## config.mk

```make
export PLATFORM = sky130hd
export DESIGN_NAME = ysyx_22040386_seq_ctrl
export DESIGN_NICKNAME = d
export VERILOG_FILES = /design/src/rtl/ysyx_22040386_seq_ctrl.sv
export SDC_FILE = /design/constraint.sdc
export NUM_CORES = 1
export LEC_CHECK = 0
export CAP_MARGIN = 20
export CORE_ASPECT_RATIO = 1.1
export CORE_MARGIN = 8
export CORE_UTILIZATION = 44
export DETAILED_ROUTE_END_ITERATION = 16
export PLACE_DENSITY_LB_ADDON = 0.05
export SYNTH_ARGS = -nofsm -noshare
export SYNTH_HDL_FRONTEND = slang
export SYNTH_SLANG_ARGS = --single-unit
```

## constraint.sdc

```tcl
create_clock -name clk -period 2.2 [get_ports clk]
set_clock_uncertainty 0.2 [all_clocks]
set_input_delay 0.44 -clock clk [delete_from_list [all_inputs] [get_ports clk]]
set_output_delay 0.44 -clock clk [all_outputs]
set_load 0.02 [all_outputs]
```

## src/rtl/ysyx_22040386_seq_ctrl.sv

```systemverilog
// ---------------------------------------------------------------------------
// ysyx_22040386_seq_ctrl
//
// Multi-cycle sequencer for the ysyx_22040386 core. An instruction is
// fetched over a valid/ready handshake with instruction memory, decoded,
// executed, optionally sent to data memory over a second valid/ready
// handshake, and committed in a single write-back cycle. The block also
// counts retired instructions and supports a terminal halt state.
//
// State encodings (exported on `state`):
//   FETCH=0 DECODE=1 EXEC=2 MEM=3 WB=4 HALT=5 ERR=6
//
// Ports:
//   clk           core clock, all state changes on the rising edge
//   rst_n         asynchronous active-low reset
//   imem_valid    fetch request (high for the whole of FETCH)
//   imem_ready    instruction word present this cycle (FETCH only)
//   ir_we         latch the instruction word (FETCH & imem_ready)
//   dec_load      decoded instruction is a load
//   dec_store     decoded instruction is a store
//   dec_regwrite  decoded instruction writes rd
//   dec_branch    next PC is dnpc
//   halt_req      decoded instruction is ebreak (sampled in DECODE)
//   dmem_valid    data access request (high for the whole of MEM)
//   dmem_wen      data access is a write
//   dmem_ready    data access complete (MEM only)
//   pc_we         PC update strobe (WB)
//   pc_sel        0 = snpc, 1 = dnpc
//   reg_we        register-file write strobe (WB)
//   state         current FSM state encoding
//   halted        sticky halt flag
//   err           sticky timeout flag
//   instret       64-bit retired-instruction counter
//
// Optional feature: define YSYX_22040386_SEQ_TIMEOUT_EN to bound each
// memory handshake to TIMEOUT_CYCLES wait cycles (1..255); an expired wait
// moves the FSM to the terminal ERR state. Without the macro, waits are
// unbounded and err is tied low.
// ---------------------------------------------------------------------------
module ysyx_22040386_seq_ctrl #(
  parameter int TIMEOUT_CYCLES = 255
) (
  input  logic        clk,
  input  logic        rst_n,
  output logic        imem_valid,
  input  logic        imem_ready,
  output logic        ir_we,
  input  logic        dec_load,
  input  logic        dec_store,
  input  logic        dec_regwrite,
  input  logic        dec_branch,
  input  logic        halt_req,
  output logic        dmem_valid,
  output logic        dmem_wen,
  input  logic        dmem_ready,
  output logic        pc_we,
  output logic        pc_sel,
  output logic        reg_we,
  output logic [2:0]  state,
  output logic        halted,
  output logic        err,
  output logic [63:0] instret
);

  localparam logic [2:0] S_FETCH  = 3'd0;
  localparam logic [2:0] S_DECODE = 3'd1;
  localparam logic [2:0] S_EXEC   = 3'd2;
  localparam logic [2:0] S_MEM    = 3'd3;
  localparam logic [2:0] S_WB     = 3'd4;
  localparam logic [2:0] S_HALT   = 3'd5;
  localparam logic [2:0] S_ERR    = 3'd6;

  logic [2:0]  state_reg;
  logic [2:0]  state_next;
  logic [63:0] instret_reg;
  logic        timeout_hit;

  // -------------------------------------------------------------------------
  // Handshake timeout
  // -------------------------------------------------------------------------
`ifdef YSYX_22040386_SEQ_TIMEOUT_EN
  // wait_cnt_reg holds the number of wait cycles already spent in the
  // current FETCH/MEM visit. The cycle that would bring it to
  // TIMEOUT_CYCLES with ready still low is the last one tolerated; a ready
  // in that cycle is simply a normal completion.
  localparam logic [7:0] WAIT_LAST = 8'(TIMEOUT_CYCLES - 1);

  logic [7:0] wait_cnt_reg;
  logic       waiting;

  assign waiting = ((state_reg == S_FETCH) && !imem_ready) ||
                   ((state_reg == S_MEM)   && !dmem_ready);
  assign timeout_hit = waiting && (wait_cnt_reg == WAIT_LAST);

  // Any non-waiting cycle clears the counter, so every entry into FETCH or
  // MEM starts from zero.
  always_ff @(posedge clk or negedge rst_n) begin
    if (!rst_n) begin
      wait_cnt_reg <= '0;
    end else if (waiting) begin
      wait_cnt_reg <= wait_cnt_reg + 8'd1;
    end else begin
      wait_cnt_reg <= '0;
    end
  end
`else
  logic [7:0] unused_timeout_cycles;
  assign unused_timeout_cycles = 8'(TIMEOUT_CYCLES);
  assign timeout_hit = 1'b0;
`endif

  // -------------------------------------------------------------------------
  // Next-state logic
  // -------------------------------------------------------------------------
  always_comb begin
    state_next = state_reg;
    case (state_reg)
      S_FETCH: begin
        if (imem_ready) begin
          state_next = S_DECODE;
        end else if (timeout_hit) begin
          state_next = S_ERR;
        end
      end
      S_DECODE: state_next = halt_req ? S_HALT : S_EXEC;
      S_EXEC:   state_next = (dec_load || dec_store) ? S_MEM : S_WB;
      S_MEM: begin
        if (dmem_ready) begin
          state_next = S_WB;
        end else if (timeout_hit) begin
          state_next = S_ERR;
        end
      end
      S_WB:     state_next = S_FETCH;
      S_HALT:   state_next = S_HALT;
      S_ERR:    state_next = S_ERR;
      // Unused encoding 7: recover by refetching.
      default:  state_next = S_FETCH;
    endcase
  end

  // -------------------------------------------------------------------------
  // State and retired-instruction counter
  // -------------------------------------------------------------------------
  always_ff @(posedge clk or negedge rst_n) begin
    if (!rst_n) begin
      state_reg   <= S_FETCH;
      instret_reg <= '0;
    end else begin
      state_reg <= state_next;
      // WB always lasts exactly one cycle, so this counts each commit once;
      // the natural 64-bit overflow gives the required wrap to zero.
      if (state_reg == S_WB) begin
        instret_reg <= instret_reg + 64'd1;
      end
    end
  end

  // -------------------------------------------------------------------------
  // Outputs: decoded from the current state (Moore) except ir_we, which
  // must fire in the same cycle imem_ready is seen.
  // -------------------------------------------------------------------------
  always_comb begin
    imem_valid = 1'b0;
    ir_we      = 1'b0;
    dmem_valid = 1'b0;
    dmem_wen   = 1'b0;
    pc_we      = 1'b0;
    pc_sel     = 1'b0;
    reg_we     = 1'b0;
    case (state_reg)
      S_FETCH: begin
        imem_valid = 1'b1;
        ir_we      = imem_ready;
      end
      S_MEM: begin
        dmem_valid = 1'b1;
        dmem_wen   = dec_store;
      end
      S_WB: begin
        pc_we  = 1'b1;
        pc_sel = dec_branch;
        // A store never writes rd even if the decoder flags it.
        reg_we = dec_regwrite & ~dec_store;
      end
      default: begin
      end
    endcase
  end

  assign state   = state_reg;
  assign instret = instret_reg;
  // HALT and ERR are terminal until reset, so flags derived from the state
  // are sticky by construction.
  assign halted  = (state_reg == S_HALT);
`ifdef YSYX_22040386_SEQ_TIMEOUT_EN
  assign err     = (state_reg == S_ERR);
`else
  assign err     = 1'b0;
`endif

endmodule

```

==> results.sh <==
export IMPL_run_status="finished clean"
export IMPL_ff2ff_setup_slack_ps=80
export IMPL_routed_wl_um=8388
export IMPL_period_minus_slack_ps=2158
export IMPL_finalInstanceArea_um2=4777
export IMPL_slew_violations=0
export IMPL_synth_cell_types=39
export IMPL_yosys_register_bits=67
export IMPL_dieArea_um2=10500
export IMPL_finalSetupTns_ps=0
export IMPL_grt_max_degree=31
export IMPL_grt_pass1_wl_um=14130
export IMPL_worstReg2RegEnd="instret[36]$_DFFE_PN0P_"
export IMPL_power_density_nw_per_um2=644.2
export IMPL_ir_worst_vdd_mv=0.5884
export IMPL_cts_tree="yes"
export IMPL_die_h_um=106.7
export IMPL_vias=2803
export IMPL_track_usage_pct=16.79
export IMPL_htreeDepth=3
export IMPL_drc=0
export IMPL_total_power_mw=3.078
export IMPL_final_cell_mix="clkdlybuf4s50_1, dfrtp_1, buf_4"
export IMPL_drt_iter0_drc=80
export IMPL_final_hold_violation_count=0
export IMPL_ios=85
export IMPL_coreArea_um2=7350
export IMPL_dr_pass1_iters=4
export IMPL_finalCritPeriodShare_pct=98.08
export IMPL_synth_cell_area_um2=3287
export IMPL_viasPerCell=5.269
export IMPL_path_buf_inv=2
export IMPL_chipWidth_um=98.41
export IMPL_crit_chain="inv_1 -> nor3_2 -> and3b_1 -> clkdlybuf4s15_2"
export IMPL_crit_required_ps=1560
export IMPL_fmax_ghz=0.4634
export IMPL_nets=450
export IMPL_min_to="instret[59]$_DFFE_PN0P_"
export IMPL_clock_sinks=67
export IMPL_fin_ws_ps=42.22
export IMPL_antenna_cells=0
export IMPL_clock_root_buffer="clkbuf_8"
export IMPL_max_stage_delay_ps=410
export IMPL_dpl_worst_slack_ps=-137.3
export IMPL_cellLeakagePower_nw=2.188
export IMPL_detail_route_wl_per_cell_um=15.77
export IMPL_insertion_delay_ps=340
export IMPL_rr_worst_depth=7
export IMPL_grt_pass1_vias=2934
export IMPL_cts_buffers=9
export IMPL_clock_path_buffers=2
export IMPL_row_count=33
export IMPL_hpwl_um=6439
export IMPL_arrival_ps=1520
export IMPL_drive_gt1_share_pct=21.12
export IMPL_whs_path_depth=1
export IMPL_antenna_left=0
export IMPL_placed_cell_area_um2=4558
export IMPL_initial_utilization_pct=44.72
export IMPL_drv_cap=0
export IMPL_setup_viol=0
export IMPL_crit_fanout=5
export IMPL_syn_avg_cell_area_um2=10.85
export IMPL_cp_start_kind="register"
export IMPL_syn_to_final_growth_pct=45.34
export IMPL_synth_fp_nets=313
export IMPL_clkTransAtPathRegs_ps=70
export IMPL_cpLargestDelayFamily="flip-flops"
export IMPL_slowest_stage="dfrtp_1"
export IMPL_io_buffer_count=83
export IMPL_post_place_cells=513
export IMPL_n_fill_cell=637
export IMPL_rr_startpoint="instret[1]$_DFFE_PN0P_"
export IMPL_synth_warnings=0
export IMPL_grt_antenna_before_repair=0
export IMPL_rsz0062_at_grt="yes"
export IMPL_critPathKind="register to primary output"
export IMPL_worstSetupEndpointType="primary output"
export IMPL_seq_area_frac_synth_pct=51.01
export IMPL_grt_overflow_total=0
export IMPL_layoutNonFillerInstCount=532
export IMPL_worst_hold_path_type="register to register"
export IMPL_place_congestion=0.8401
export IMPL_worstHoldStart="instret[59]$_DFFE_PN0P_"
export IMPL_layout_commonest_cell="clkdlybuf4s50_1"
export IMPL_netlist_instances=303
export IMPL_largest_register_ffs=64
-- cell type report --
class	count	area [um2]	area share (%)
flip-flops and latches	67	1685	35.28
multi-input cells	226	1597	33.42
repair buffers	130	1192	24.96
clock buffers	12	145.1	3.038
well taps	87	108.9	2.279
clock inverters	4	26.28	0.5500
inverters	6	22.52	0.4715
-- worst register-to-register path, stage by stage (launching register included) --
cell and delay [ps]:
dfrtp_2 380, ha_1 180, nand2_1 130, nor4_4 280, buf_4 180, nand4_2 160, or3_1 360, xnor2_1 130
-- layer usage --
metal / vias up / routed length (um) / global-route usage [%]
met1: 1361 / 3499 / 19.01
met5: - / 0 / 0
met3: 14 / 578 / 5.962
met2: 76 / 4111 / 27.72
li1: 1352 / - / -
met4: 0 / 199 / 8.233
-- cells in the mapped netlist --
cell type | count | area (um2)
mux2_2 | 2 | 22.52
nor4_2 | 3 | 37.54
and4_1 | 4 | 35.03
nor2b_1 | 1 | 6.260
buf_6 | 1 | 11.26
nor4_1 | 3 | 18.77
nor4_4 | 2 | 42.54
nand3_4 | 1 | 17.52
and3_1 | 8 | 50.05
nand2_1 | 21 | 78.83
nor3_4 | 1 | 16.27
o311ai_0 | 1 | 8.760
nand2b_1 | 1 | 6.260
nor4b_4 | 1 | 23.77
ha_1 | 1 | 12.51
xor2_1 | 31 | 271.5
a21oi_1 | 2 | 10.01
clkbuf_1 | 2 | 7.510
a221oi_1 | 1 | 8.760
buf_4 | 1 | 7.510
nand4_1 | 22 | 137.6
or2_2 | 1 | 6.260
nand3_1 | 25 | 125.1
conb_1 | 1 | 3.750
nand4_2 | 3 | 37.54
and3b_1 | 1 | 8.760
nor3_1 | 23 | 115.1
a22oi_1 | 1 | 7.510
or3_1 | 1 | 6.260
xnor2_1 | 32 | 280.3
o22ai_1 | 1 | 6.260
inv_1 | 6 | 22.52
and2_1 | 3 | 18.77
nand4bb_4 | 1 | 27.53
dfrtp_1 | 67 | 1677
nor2_1 | 24 | 90.09
or4_1 | 1 | 7.510
o31ai_1 | 1 | 7.510
o32ai_1 | 1 | 8.760
-- per-stage QoR --
stage                     hold WS (ps)  utilization (%)
after floorplan                 -55.59                -
after CTS                        298.8            64.59
final                            290.1            65.00
after detailed placement         220.3            62.02
after global placement           224.1            62.02
after global routing             306.5            65.00
-- worst max-delay path by stage --
| stage | cells past startpoint | start | to |
|---|---|---|---|
| 6_report | 4 | state[2]$_DFFE_PN0P_ | reg_we |
| 5_1_grt | 6 | instret[9]$_DFFE_PN0P_ | instret[36]$_DFFE_PN0P_ |
| 4_1_cts | 4 | state[1]$_DFFE_PN0P_ | halted |
| 3_5_place_dp | 3 | dec_store | reg_we |
| 3_3_place_gp | 3 | dec_store | reg_we |
| 2_1_floorplan | 3 | state[2]$_DFFE_PN0P_ | reg_we |
-- logic make-up (layout without fill, tap and decap cells) --
logic type	count (synthesis)	after routing	synth area share, %
XOR/XNOR	63	63	16.79
multiplexers	2	2	0.6851
flip-flops	67	67	51.01
AND/OR/NAND/NOR	151	151	27.79
AO/OA/AOI/OAI	8	8	1.751
adder cells (fa/ha/maj)	1	1	0.3806
other	1	1	0.1141
buffers and inverters	10	152	1.485
-- power breakdown --
group / switching, mW / leakage [nW] / total (mW) / internal (mW)
combinational: 0.409 / 1.19 / 0.785 / 0.376
clock: 0.466 / 0.0863 / 0.904 / 0.438
sequential: 0.0817 / 0.915 / 1.39 / 1.31
total: 0.957 / 2.19 / 3.08 / 2.12
-- repair_timing --
item / CTS / global route
hold buffers: 1 / 0
buffers inserted: 0 / 2
hold endpoints to repair: 18 / 0
endpoints found under the setup margin: 8 / 17
pin swaps: 1 / 2
gates resized for setup: 20 / 6
Power figures use the tool's default switching activity.
==> patch: new RTL, config.mk and constraints unchanged <==
Build with the macro `YSYX_22040386_SEQ_TIMEOUT_EN` defined.
--- a/src/rtl/ysyx_22040386_seq_ctrl.sv
+++ b/src/rtl/ysyx_22040386_seq_ctrl.sv
@@ -38,4 +38,6 @@
 // unbounded and err is tied low.
 // ---------------------------------------------------------------------------
+`define YSYX_22040386_SEQ_TIMEOUT_EN
+
 module ysyx_22040386_seq_ctrl #(
   parameter int TIMEOUT_CYCLES = 255
Function: same outputs for any inputs over 10 cycles, from zero or initial values and one cycle with rst_n low; that may be too few to reach the edited logic, so the function may still have changed.
==> patch against the unedited design <==
The run now ends with negative setup slack left. Total power rose by 18%. Wire length is 20% higher. Synthesized cell count rose by 16%. Synthesized area is 10% higher. Design area increased by 16%. Worst setup slack worse by 95 ps. Sequential cell count is 8 higher. Cell count up 16%. Largest cell class is now multi-input gates.
==> patch: results (changes against the unedited design) <==
- Outcome: finished, violations left
- Failing checks: negative setup slack
- DP Worst Slack: -157 ps (-20.0 ps)
- Clock Tree Buf Depth: 2 (unchanged)
- Max FFs per register: 64 (unchanged)
- Via total after detailed routing: 3,185 (+14%)
- Fillers: 640 (+0.47%)
- R2R Path Start: state[0]
- Critical R2R Capture: instret[13]
- Largest cells by area after synthesis: dfrtp_1, xor2_1, xnor2_1
- P_sw: 0.00108 W (+13%)
- Gr usage total: 17.3% (+0.56 points)
- RD Place Congestion: 0.819 (-2.6%)
- Final Total Pwr: 0.00363 W (+18%)
- H-tree depth: 3 (unchanged)
- Hold wc startpoint: instret[63]
- DRT iter0 DRCs: 107 (+34%)
- Syn nets: 364 (+16%)
- Via/cell ratio: 5.15 (-2.3%)
- Post-synth top cells: dfrtp_1, xor2_1, nand3_1
- Initial antenna violation count: 0 (unchanged)
- Setup ws final: -52.7 ps (-94.9 ps)
- Yosys top cell area share: 51.7% (+0.68 points)
- GR Overflow Total: 0 (unchanged)
- Post-Place Cells: 595 (+16%)
- Final nets: 519 (+15%)
- Logic pwr share: 27.0% (+1.5 points)
- Crit Path Max Fanout: 5 (unchanged)
- Tightest Pin Transition: 534 ps
- Clock network latency to the later pin of the worst-skew pair: 340 ps (about the same)
- Delay-heaviest family, CP: simple AND/OR/NAND/NOR gates
- WHS Endpoint: instret[63]
- Max rail drop VDD: 0.564 mV (-4.2%)
- Dominant cell type by area after synthesis: dfrtp_1
- Post-synthesis async set-or-reset flop share: 100% (unchanged)
- Dpl hpwl: 7210 um (+12%)
- CTS Root Cell: clkbuf_8
- Share of cells above drive strength 1: 26.2% (+5.1 points)
- Hold Crit Class: reg2reg
- Cell count of the worst hold path: 1 (unchanged)
- Max incr delay on CP: 440 ps (+30 ps)
- Static Leak: 2.65 nW (+21%)
- Clock group share of total power: 31.3% (+1.9 points)
- Sequential area share after synthesis: 51.7% (+0.68 points)
- Avg Synthesized Cell Area: 10.3 um2 (-4.9%)
- Clk slew on worst S/H paths: 90 ps (+20 ps)
- Post-synthesis cell type count: 38 (-2.6%)
- First-pass GRT wire length: 16,100 um (+14%)
- Slowest CP cell: or3b_4
- Setup violators final: 2 (+2)
- Yosys warnings: 0 (unchanged)
- DR pass1 iterations: 4 (unchanged)
- Port Buf Inserts: 84 (+1.2%)
- Number of global-route vias before repair: 3,325 (+13%)
- Routed WL per cell: 16.2 um (+3.0%)
- Largest net degree at the start of global routing: 42 (+35%)
-- patch: layout make-up --
| class | count | share of cell area (%) |
|---|---|---|
| clock buffer | 10 | 2.30 |
| multi-input combinational | 259 | 34.6 |
| tap | 108 | 2.43 |
| clock inverter | 5 | 1.44 |
| inverter | 9 | 0.608 |
| sequential | 75 | 34.0 |
| timing repair buffer | 153 | 24.6 |
-- patch: what timing repair did --
| action | in CTS | in global routing |
|---|---|---|
| gates resized for setup | 37 | 31 |
| hold buffers | 1 | 0 |
| hold endpoints to repair | 39 | 0 |
| setup endpoints to repair | 30 | 38 |
| pin swaps | 20 | 10 |
| buffers inserted | 4 | 4 |
-- patch: cells by family after synthesis --
kind of cell / Yosys count / synth area share [%]
xor gates and xnor gates: 69 / 16.6
DFF: 75 / 51.7
AOI/OAI and AO/OA: 9 / 1.69
and+or+nand+nor: 178 / 26.5
buffers and inverters: 18 / 2.45
adders and majority gates: 3 / 1.03
-- patch: routing by layer --
metal  vias up  track usage [%]  routed length, um
li1       1542                -                  -
met4         0             5.00                 81
met1      1567             21.1               4160
met5         -                0                  0
met3         8             4.33                572
met2        68             29.1               5240
-- patch: worst max path at each step --
stage                        to  slack [ps]  depth (start not counted)
global route        instret[13]        -100                          7
detailed placement       reg_we        -160                          3
CTS                 instret[33]        -140                          7
finish              instret[13]         -50                          7
floorplan           instret[49]         -50                          8
global placement         reg_we        -140                          3
-- patch: per-stage QoR --
| step | hold WS, ps | setup TNS (ps) | instance area (um2) |
|---|---|---|---|
| after floorplan | -55.6 | -174 | 3690 |
| final | 278 | -58.0 | 5550 |
| after CTS | 277 | -1200 | 5400 |
| after global routing | 290 | -539 | 5550 |
| after global placement | 261 | -1140 | 5070 |
| after detailed placement | 260 | -1680 | 5070 |
